<file path="config.mk">
export PLATFORM = sky130hd
export DESIGN_NAME = mem_access_unit
export DESIGN_NICKNAME = d
export VERILOG_FILES = /design/src/rtl/riscv_pkg.sv /design/src/rtl/load_extend.sv /design/src/rtl/mem_access_unit.sv
export SDC_FILE = /design/constraint.sdc
export NUM_CORES = 1
export LEC_CHECK = 0
export ABC_CLOCK_PERIOD_IN_PS = 2250
export CAP_MARGIN = 5
export CORE_UTILIZATION = 43
export CTS_BUF_LIST = sky130_fd_sc_hd__clkbuf_2 sky130_fd_sc_hd__clkbuf_4 sky130_fd_sc_hd__clkbuf_8
export CTS_CLUSTER_DIAMETER = 120
export DETAILED_ROUTE_END_ITERATION = 6
export MAX_ROUTING_LAYER = met4
export PLACE_DENSITY = 0.89
export SLEW_MARGIN = 20
export SYNTH_ARGS = -nofsm -noshare
export SYNTH_HDL_FRONTEND = slang
export SYNTH_SLANG_ARGS = --single-unit
</file>
<file path="constraint.sdc">
create_clock -name clk -period 2.25 [get_ports clk]
set_input_delay 0.3375 -clock clk [delete_from_list [all_inputs] [get_ports clk]]
set_output_delay 0.3375 -clock clk [all_outputs]
set_load 0.005 [all_outputs]
</file>
<file path="src/rtl/riscv_pkg.sv">
// rtl/riscv_pkg.sv - shared encodings, FSM state and lane helpers for the memory access unit
package riscv_pkg;

    // StoreSrcM encodings
    localparam logic [1:0] STORE_SW = 2'b00;
    localparam logic [1:0] STORE_SH = 2'b01;
    localparam logic [1:0] STORE_SB = 2'b10;

    // LoadPartM encodings
    localparam logic [2:0] LOAD_LB  = 3'b000;
    localparam logic [2:0] LOAD_LH  = 3'b001;
    localparam logic [2:0] LOAD_LW  = 3'b010;
    localparam logic [2:0] LOAD_LBU = 3'b100;
    localparam logic [2:0] LOAD_LHU = 3'b101;

    typedef enum logic [1:0] {
        ST_IDLE = 2'b00,
        ST_REQ  = 2'b01,
        ST_WAIT = 2'b10,
        ST_DONE = 2'b11
    } mau_state_e;

    typedef enum logic [1:0] {
        ACC_BYTE = 2'b00,
        ACC_HALF = 2'b01,
        ACC_WORD = 2'b10,
        ACC_RSVD = 2'b11
    } acc_width_e;

    function automatic acc_width_e store_width(input logic [1:0] src);
        case (src)
            STORE_SB: return ACC_BYTE;
            STORE_SH: return ACC_HALF;
            STORE_SW: return ACC_WORD;
            default:  return ACC_RSVD;
        endcase
    endfunction

    function automatic acc_width_e load_width(input logic [2:0] part);
        case (part)
            LOAD_LB, LOAD_LBU: return ACC_BYTE;
            LOAD_LH, LOAD_LHU: return ACC_HALF;
            LOAD_LW:           return ACC_WORD;
            default:           return ACC_RSVD;
        endcase
    endfunction

    // Byte enables for an access of width w starting at byte offset off
    function automatic logic [3:0] byte_enable(input acc_width_e w, input logic [1:0] off);
        case (w)
            ACC_BYTE: return 4'b0001 << off;
            ACC_HALF: return off[1] ? 4'b1100 : 4'b0011;
            ACC_WORD: return 4'b1111;
            default:  return 4'b0000;
        endcase
    endfunction

endpackage

</file>
<file path="src/rtl/load_extend.sv">
// rtl/load_extend.sv - load lane selection and sign/zero extension
module load_extend
    import riscv_pkg::*;
(
    input  logic [31:0] i_rdata,
    input  logic [1:0]  i_offset,
    input  logic [2:0]  i_load_part,
    output logic [31:0] o_data
);

    logic [7:0]  w_byte;
    logic [15:0] w_half;

    // Pick the addressed byte lane out of the read word
    always_comb begin
        case (i_offset)
            2'd0:    w_byte = i_rdata[7:0];
            2'd1:    w_byte = i_rdata[15:8];
            2'd2:    w_byte = i_rdata[23:16];
            default: w_byte = i_rdata[31:24];
        endcase
    end

    assign w_half = i_offset[1] ? i_rdata[31:16] : i_rdata[15:0];

    // Extend the selected lane according to the load type
    always_comb begin
        case (i_load_part)
            LOAD_LB:  o_data = {{24{w_byte[7]}}, w_byte};
            LOAD_LH:  o_data = {{16{w_half[15]}}, w_half};
            LOAD_LW:  o_data = i_rdata;
            LOAD_LBU: o_data = {24'h0, w_byte};
            LOAD_LHU: o_data = {16'h0, w_half};
            default:  o_data = 32'h0;
        endcase
    end

endmodule

</file>
<file path="src/rtl/mem_access_unit.sv">
// rtl/mem_access_unit.sv - M-stage load/store sequencer with stall, alignment faults and lane steering
module mem_access_unit
    import riscv_pkg::*;
(
    input  logic        clk,
    input  logic        reset,
    input  logic        MemReqM,
    input  logic        MemWriteM,
    input  logic [31:0] ALUResultM,
    input  logic [31:0] WriteDataM,
    input  logic [1:0]  StoreSrcM,
    input  logic [2:0]  LoadPartM,
    output logic        StallM,
    output logic [31:0] ReadDataM,
    output logic        FaultM,
    output logic        dmem_req,
    output logic        dmem_we,
    output logic [31:0] dmem_addr,
    output logic [3:0]  dmem_be,
    output logic [31:0] dmem_wdata,
    input  logic        dmem_gnt,
    input  logic        dmem_rvalid,
    input  logic [31:0] dmem_rdata
);

    mau_state_e  r_state;
    mau_state_e  w_next_state;

    logic        r_req;
    logic        r_we;
    logic [29:0] r_addr;
    logic [3:0]  r_be;
    logic [31:0] r_wdata;
    logic [1:0]  r_offset;
    logic [2:0]  r_load_part;
    logic [31:0] r_rdata;

    acc_width_e  w_width;
    logic        w_fault_cond;
    logic        w_start;
    logic [31:0] w_store_lanes;
    logic [31:0] w_ext;

    // Width comes from the store or load encoding depending on direction
    assign w_width = MemWriteM ? store_width(StoreSrcM) : load_width(LoadPartM);

    assign w_fault_cond = (w_width == ACC_RSVD)
                        | ((w_width == ACC_HALF) & ALUResultM[0])
                        | ((w_width == ACC_WORD) & (ALUResultM[1:0] != 2'b00));

    assign FaultM  = MemReqM & w_fault_cond;
    assign w_start = (r_state == ST_IDLE) & MemReqM & ~FaultM;

    // Replicate the store value across every lane it could land in
    always_comb begin
        case (StoreSrcM)
            STORE_SB: w_store_lanes = {4{WriteDataM[7:0]}};
            STORE_SH: w_store_lanes = {2{WriteDataM[15:0]}};
            default:  w_store_lanes = WriteDataM;
        endcase
    end

    load_extend u_load_extend (
        .i_rdata     (dmem_rdata),
        .i_offset    (r_offset),
        .i_load_part (r_load_part),
        .o_data      (w_ext)
    );

    // FSM state register
    always_ff @(posedge clk) begin
        if (reset) r_state <= ST_IDLE;
        else       r_state <= w_next_state;
    end

    // FSM next-state logic; gnt and rvalid only matter in their own states
    always_comb begin
        w_next_state = r_state;
        case (r_state)
            ST_IDLE: if (w_start)     w_next_state = ST_REQ;
            ST_REQ:  if (dmem_gnt)    w_next_state = r_we ? ST_DONE : ST_WAIT;
            ST_WAIT: if (dmem_rvalid) w_next_state = ST_DONE;
            default:                  w_next_state = ST_IDLE;
        endcase
    end

    // FSM outputs: stall everywhere except DONE, and in IDLE only when accepting
    always_comb begin
        StallM = 1'b0;
        case (r_state)
            ST_IDLE: StallM = w_start;
            ST_REQ:  StallM = 1'b1;
            ST_WAIT: StallM = 1'b1;
            default: StallM = 1'b0;
        endcase
    end

    // Request register: captured at acceptance, held until the grant
    always_ff @(posedge clk) begin
        if (reset) begin
            r_req       <= 1'b0;
            r_we        <= 1'b0;
            r_addr      <= 30'h0;
            r_be        <= 4'h0;
            r_wdata     <= 32'h0;
            r_offset    <= 2'b00;
            r_load_part <= 3'b000;
            r_rdata     <= 32'h0;
        end else begin
            if (w_start) begin
                r_req       <= 1'b1;
                r_we        <= MemWriteM;
                r_addr      <= ALUResultM[31:2];
                r_be        <= byte_enable(w_width, ALUResultM[1:0]);
                r_wdata     <= MemWriteM ? w_store_lanes : 32'h0;
                r_offset    <= ALUResultM[1:0];
                r_load_part <= LoadPartM;
            end else if ((r_state == ST_REQ) && dmem_gnt) begin
                r_req <= 1'b0;
            end
            if ((r_state == ST_WAIT) && dmem_rvalid) begin
                r_rdata <= w_ext;
            end
        end
    end

    assign dmem_req   = r_req;
    assign dmem_we    = r_we;
    assign dmem_addr  = {r_addr, 2'b00};
    assign dmem_be    = r_be;
    assign dmem_wdata = r_wdata;
    assign ReadDataM  = r_rdata;

endmodule

</file>
==> results.sh, run 1 <==
export IMPL_grt_pass1_vias=4863
export IMPL_setup_ws_ps=25.65
export IMPL_topRoutingLayerUsed="met4"
export IMPL_synth_edf_count=0
export IMPL_via_count=5061
export IMPL_maxCapViolCount=0
export IMPL_grt_usage_pct=27.91
export IMPL_via_per_inst=5.562
export IMPL_ys_ff_latch=107
export IMPL_dr_pass1_iters=6
export IMPL_synth_ff_type="dfxtp_1"
export IMPL_drc_errors=0
export IMPL_cts_tree="done"
export IMPL_syn_area_mm2=0.004720
export IMPL_async_flop_share_pct=0
export IMPL_nFillCells=842
export IMPL_grt_pass1_wl_mm=24.25
export IMPL_worstMarginPinSlew_ps=1086
export IMPL_synth_compound_area_share_pct=23.70
export IMPL_synth_xor_area_share_pct=0
export IMPL_cp_max_fo=3
export IMPL_dr_wl_met2_mm=7.767
export IMPL_dr_wl_met3_mm=1.537
export IMPL_syn_inst=567
export IMPL_cellPowerDensity_mw_per_mm2=666.7
export IMPL_dp_hpwl_mm=11.71
export IMPL_initial_utilization_pct=45.11
export IMPL_crit_arrival_ps=1890
export IMPL_cts_hold_buf=0
export IMPL_synth_fa_ha_area_share_pct=1.856
export IMPL_coreArea_mm2=0.01046
export IMPL_max_freq_ghz=0.4496
export IMPL_ios=211
export IMPL_io_buffers=208
export IMPL_clockBufferDepth=2
export IMPL_relSlewSlack_pct=27.33
export IMPL_rsz0062_at_grt="yes"
export IMPL_drive_gt1_share_pct=9.432
export IMPL_cp_cell_sequence="clkdlybuf4s50_1 > nor4b_2 > o31ai_2 > a21o_2 > a21oi_1 > clkdlybuf4s15_2"
export IMPL_die_w_um=106.8
export IMPL_p_leak_uw=0.002591
export IMPL_antenna_found_initial=0
export IMPL_post_place_ws_ps=-697.4
export IMPL_hold_class="input port to flop"
export IMPL_hold_violations=0
export IMPL_overflow=0
export IMPL_crit_type="input port to primary output"
export IMPL_met1_length_mm=5.908
export IMPL_cts_root_buf="clkbuf_8"
export IMPL_critPathRequiredTime_ps=1910
export IMPL_fin_crit_ps=2224
export IMPL_fin_crit_sh_pct=98.86
export IMPL_num_rows=37
export IMPL_yosys_area_share_simple_pct=18.93
export IMPL_die_h_um=106.8
export IMPL_synth_distinct_cells=43
export IMPL_drt_iter0_drc=435
export IMPL_ys_warn_count=0
export IMPL_status="complete, no violations"
export IMPL_cp_start_kind="input port"
export IMPL_fin_setup_tns_ps=0
export IMPL_gp_congestion=0.9485
export IMPL_fin_nets=883
export IMPL_ant_nets=0
export IMPL_numCtsBuffers=9
export IMPL_grt_max_degree=70
export IMPL_syn_avg_cell_area_um2=8.324
export IMPL_synth_top_family_by_area="compound AO/OA/AOI/OAI gates"
export IMPL_muxShareOfSynthArea_pct=4.242
export IMPL_crit_path_end_kind="primary output"
export IMPL_antennaDiodeCount=0
export IMPL_syn_to_final_growth_pct=53.90
export IMPL_htreeDepth=3
export IMPL_wirelength_mm=15.60
export IMPL_ir_worst_vdd_v=0.0003569
export IMPL_cts_sinks=107
export IMPL_path_clk_slew_ps=100
export IMPL_setup_viol=0
export IMPL_worst_path_largest_cell_delay_ps=510
export IMPL_die_area_mm2=0.01140
export IMPL_critical_path_slowest_cell="clkdlybuf4s50_1"
export IMPL_ys_seq_area_share_pct=45.39
export IMPL_slew_violations=0
export IMPL_post_drt_wl_per_cell_um=17.14
export IMPL_insertion_delay_ps=360
export IMPL_skew_ps=7.567
## worst max-delay path, delay by kind of cell
family | cells | cell delay (ps)
AOI/OAI and AO/OA | 3 | 460
buffers and inverters | 2 | 760
and+or+nand+nor | 1 | 330
## state kept, by name (all words and copies together), names as in the netlist
register	flops
dmem_be	4
dmem_req	1
dmem_we	1
dmem_wdata	32
r_load_part	3
ReadDataM	32
r_offset	2
r_state	2
r_addr	30
## layer usage
| metal | GRT usage [%] | up-vias |
|---|---|---|
| li1 | - | 2407 |
| met1 | 31.39 | 2339 |
| met2 | 47.28 | 283 |
| met3 | 7.477 | 32 |
| met4 | 10.76 | 0 |
| met5 | - | - |
## synthesized netlist by cell type, types with 2 or more instances
| library cell | n | share of area [%] |
|---|---|---|
| inv_1 | 9 | 0.72 |
| a221oi_1 | 8 | 1.5 |
| o21ai_0 | 34 | 3.6 |
| buf_1 | 2 | 0.16 |
| nand2b_1 | 2 | 0.27 |
| a211oi_1 | 3 | 0.48 |
| nor2b_1 | 2 | 0.27 |
| dfxtp_1 | 107 | 45 |
| nor3_1 | 2 | 0.21 |
| ha_1 | 7 | 1.9 |
| o21ai_1 | 4 | 0.42 |
| a222oi_1 | 8 | 1.7 |
| a221o_1 | 16 | 3.4 |
| a22oi_1 | 8 | 1.3 |
| buf_2 | 12 | 1.3 |
| a22o_1 | 8 | 1.5 |
| buf_4 | 10 | 1.6 |
| a21oi_1 | 72 | 7.6 |
| nand2_1 | 151 | 12 |
| or2_2 | 2 | 0.27 |
| a21o_1 | 2 | 0.32 |
| and3_1 | 2 | 0.27 |
| mux4_2 | 8 | 3.8 |
| nand3_1 | 32 | 3.4 |
| mux2i_1 | 2 | 0.42 |
| nor2_1 | 12 | 0.95 |
| clkbuf_1 | 26 | 2.1 |
## power breakdown
part           switching [uW]  internal [uW]  total, uW
Clock                     647            485       1130
Combinational             746            804       1550
Sequential                104           2060       2160
Total                    1500           3350       4840
## metrics by stage
step	cells	cell area (um2)	hold WS (ps)	total power, uW	utilization (%)
after floorplan	568	4723	446.0	2933	-
after global placement	894	7013	441.1	3670	67.03
after detailed placement	894	7013	444.7	3736	67.03
after CTS	910	7247	383.3	4860	69.27
after global routing	910	7263	390.7	5114	69.42
final	910	7263	410.5	4842	69.42
## worst paths after layout
| kind | cells past startpoint | to | from | slack (ps) |
|---|---|---|---|---|
| worst max-delay path | 6 | StallM | ALUResultM[1] | 30 |
| worst min-delay path | 3 | r_offset[1]$_SDFFE_PP0P_ | reset | 410 |
| worst max register to register | 6 | ReadDataM[28]$_SDFFE_PP0P_ | r_state[0]$_SDFFE_PP0P_ | 130 |
| worst min register to register | 2 | ReadDataM[9]$_SDFFE_PP0P_ | ReadDataM[9]$_SDFFE_PP0P_ | 460 |
## cells by family after synthesis
group,after synthesis
multiplexers,10
buffers and inverters,59
AO/OA/AOI/OAI,172
adder cells (fa/ha/maj),7
other,1
flip-flops,107
AND/OR/NAND/NOR,211
## what timing repair did
item | CTS | global route
hold endpoints to repair | 0 | 0
setup endpoints to repair | 72 | 2
pin swaps | 1 | 3
gates resized for setup | 18 | 3
setup buffers | 0 | 0
## area by class of cell
type / count / area (um2) / area share, %
Tap cell: 136 / 170.2 / 2.343
Multi-Input combinational cell: 402 / 2377 / 32.73
Inverter: 9 / 33.78 / 0.4651
Sequential cell: 107 / 2142 / 29.49
Clock buffer: 12 / 158.9 / 2.188
Clock inverter: 4 / 31.28 / 0.4307
Timing Repair Buffer: 240 / 2350 / 32.35
## layout by cell type (no fill, tap or decap), types with 2 or more instances in the layout
cell type	n
and3_1	2
a22o_1	8
o21ai_0	34
nand2b_1	2
o21ai_1	3
dfxtp_1	107
a21oi_1	71
or2_2	2
dlygate4sd2_1	5
nand3_1	32
a211oi_1	2
clkbuf_8	11
nor2b_1	2
a222oi_1	8
a221o_1	16
nand2_1	151
clkdlybuf4s15_1	2
nor3_1	2
nor2_1	11
a22oi_1	8
mux4_2	8
buf_4	29
clkdlybuf4s50_1	199
ha_1	6
buf_12	3
inv_6	2
a221oi_1	8
inv_1	9
conb_1	2
No activity file was read; power rests on OpenSTA's default activity.
==> run 2: changes to the inputs <==
--- a/config.mk
+++ b/config.mk
@@ -11,6 +11,7 @@
 export CTS_BUF_LIST = sky130_fd_sc_hd__clkbuf_2 sky130_fd_sc_hd__clkbuf_4 sky130_fd_sc_hd__clkbuf_8
 export CTS_CLUSTER_DIAMETER = 120
 export DETAILED_ROUTE_END_ITERATION = 6
+export GPL_TIMING_DRIVEN = 0
 export MAX_ROUTING_LAYER = met4
 export PLACE_DENSITY = 0.89
 export SLEW_MARGIN = 20
==> results.sh, run 2 (same netlist as run 1, synthesis figures left out) <==
export IMPL_max_freq_ghz=0.4598
export IMPL_cp_cell_sequence="buf_2 > inv_1 > ha_1 > buf_6 > mux2i_4 > o31ai_4 > a21o_1 > buf_6 > a21oi_2 > buf_2"
export IMPL_crit_arrival_ps=1840
export IMPL_status="complete, no violations"
export IMPL_hold_violations=0
export IMPL_num_rows=37
export IMPL_initial_utilization_pct=45.11
export IMPL_skew_ps=6.095
export IMPL_final_common_cell="clkdlybuf4s50_1"
export IMPL_dr_pass1_iters=7
export IMPL_cpLargestDelayFamily="buffers and inverters"
export IMPL_die_h_um=106.8
export IMPL_ios=211
export IMPL_ir_worst_vdd_v=0.0003963
export IMPL_coreArea_mm2=0.01046
export IMPL_grt_pass1_wl_mm=26.34
export IMPL_worstMarginPinSlew_ps=690.7
export IMPL_rsz0062_at_grt="no"
export IMPL_final_cells=938
export IMPL_cts_root_buf="clkbuf_8"
export IMPL_setup_viol=0
export IMPL_insertion_delay_ps=370
export IMPL_grt_pass1_vias=5234
export IMPL_final_cell_mix="198 x clkdlybuf4s50_1, 151 x nand2_1, 107 x dfxtp_1, 71 x a21oi_1, 34 x o21ai_0"
export IMPL_via_count=5327
export IMPL_htreeDepth=3
export IMPL_slew_violations=0
export IMPL_critPathRequiredTime_ps=1910
export IMPL_drt_iter0_drc=327
export IMPL_holdWs_ps=420.1
export IMPL_antenna_found_initial=0
export IMPL_ant_nets=0
export IMPL_io_buffers=207
export IMPL_cts_sinks=107
export IMPL_maxCapViolCount=0
export IMPL_syn_to_final_growth_pct=55.70
export IMPL_grt_usage_pct=30.78
export IMPL_crit_path_end_kind="primary output"
export IMPL_relSlewSlack_pct=53.78
export IMPL_worst_path_largest_cell_delay_ps=290
export IMPL_fin_crit_ps=2175
export IMPL_crit_type="input port to primary output"
export IMPL_fin_nets=911
export IMPL_dp_hpwl_mm=12.99
export IMPL_clockBufferDepth=2
export IMPL_cts_tree="done"
export IMPL_gp_congestion=0.9334
export IMPL_overflow=0
export IMPL_nFillCells=870
export IMPL_cp_start_kind="input port"
export IMPL_antennaDiodeCount=0
export IMPL_die_area_mm2=0.01140
export IMPL_via_per_inst=5.679
export IMPL_placed_cells=911
export IMPL_p_leak_uw=0.002635
export IMPL_die_w_um=106.8
export IMPL_post_drt_wl_per_cell_um=18.21
export IMPL_total_power_uw=5024
export IMPL_fin_crit_sh_pct=96.66
export IMPL_numCtsBuffers=9
export IMPL_critical_path_slowest_cell="ha_1"
export IMPL_grt_max_degree=20
export IMPL_cellPowerDensity_mw_per_mm2=683.7
export IMPL_path_clk_slew_ps=100
export IMPL_wirelength_mm=17.08
export IMPL_cp_max_fo=3
export IMPL_path_buf_inv=5
export IMPL_drc_errors=0
export IMPL_drive_gt1_share_pct=9.352
export IMPL_hold_class="input port to flop"
[run 2: worst min-delay path, delay by kind of cell]
| family | cells | cell delay, ps |
|---|---|---|
| AND/OR/NAND/NOR | 1 | 70 |
| buffers and inverters | 1 | 280 |
| AO/OA/AOI/OAI | 1 | 60 |
[run 2: cell type report]
class | instances | area [um2] | share of cell area [%]
timing repair buffer | 219 | 2142 | 29.15
clock inverter | 6 | 83.83 | 1.141
sequential | 107 | 2142 | 29.15
clock buffer | 10 | 137.6 | 1.873
buffer | 49 | 250.2 | 3.405
inverter | 9 | 33.78 | 0.4597
tap | 136 | 170.2 | 2.316
multi-input combinational | 402 | 2389 | 32.50
[run 2: worst paths after layout]
path,from,endpoint,slack [ps],cells past startpoint
worst min register to register,r_addr[8]$_SDFFE_PP0P_,r_addr[8]$_SDFFE_PP0P_,460,2
worst max-delay path,StoreSrcM[0],StallM,80,10
worst max register to register,r_load_part[1]$_SDFFE_PP0P_,ReadDataM[10]$_SDFFE_PP0P_,240,5
worst min-delay path,LoadPartM[0],r_load_part[0]$_SDFFE_PP0P_,420,3
[run 2: metal layers]
metal	track usage [%]	vias up	routed length, um
li1	-	2473	-
met1	34.77	2482	6562
met2	52.63	329	8468
met3	6.018	43	1552
met4	14.09	0	494
met5	-	-	0
[run 2: stage by stage]
step | instance area [um2] | TNS (ps) | util, % | worst slack, ps
CTS | 7311 | 0 | 69.88 | 10.32
global placement | 6965 | -39670 | 66.57 | -1193
finish | 7348 | 0 | 70.23 | 75.13
detailed placement | 6965 | -45960 | 66.57 | -1254
global route | 7348 | 0 | 70.23 | 10.70
floorplan | 4723 | 0 | - | 86.91
[run 2: power breakdown]
group / internal (uW) / total, uW / leakage, uW / switching [uW]
Sequential: 2060 / 2160 / 0.000868 / 103
Combinational: 785 / 1580 / 0.00166 / 797
Clock: 571 / 1280 / 0.000112 / 711
Total: 3410 / 5020 / 0.00263 / 1610
[run 2: repair_timing]
action,CTS,global route
setup endpoints to repair,74,22
hold buffers,0,0
endpoints found under the hold margin,0,0
resized for setup,34,5
setup buffers,6,6
pin swaps,3,6
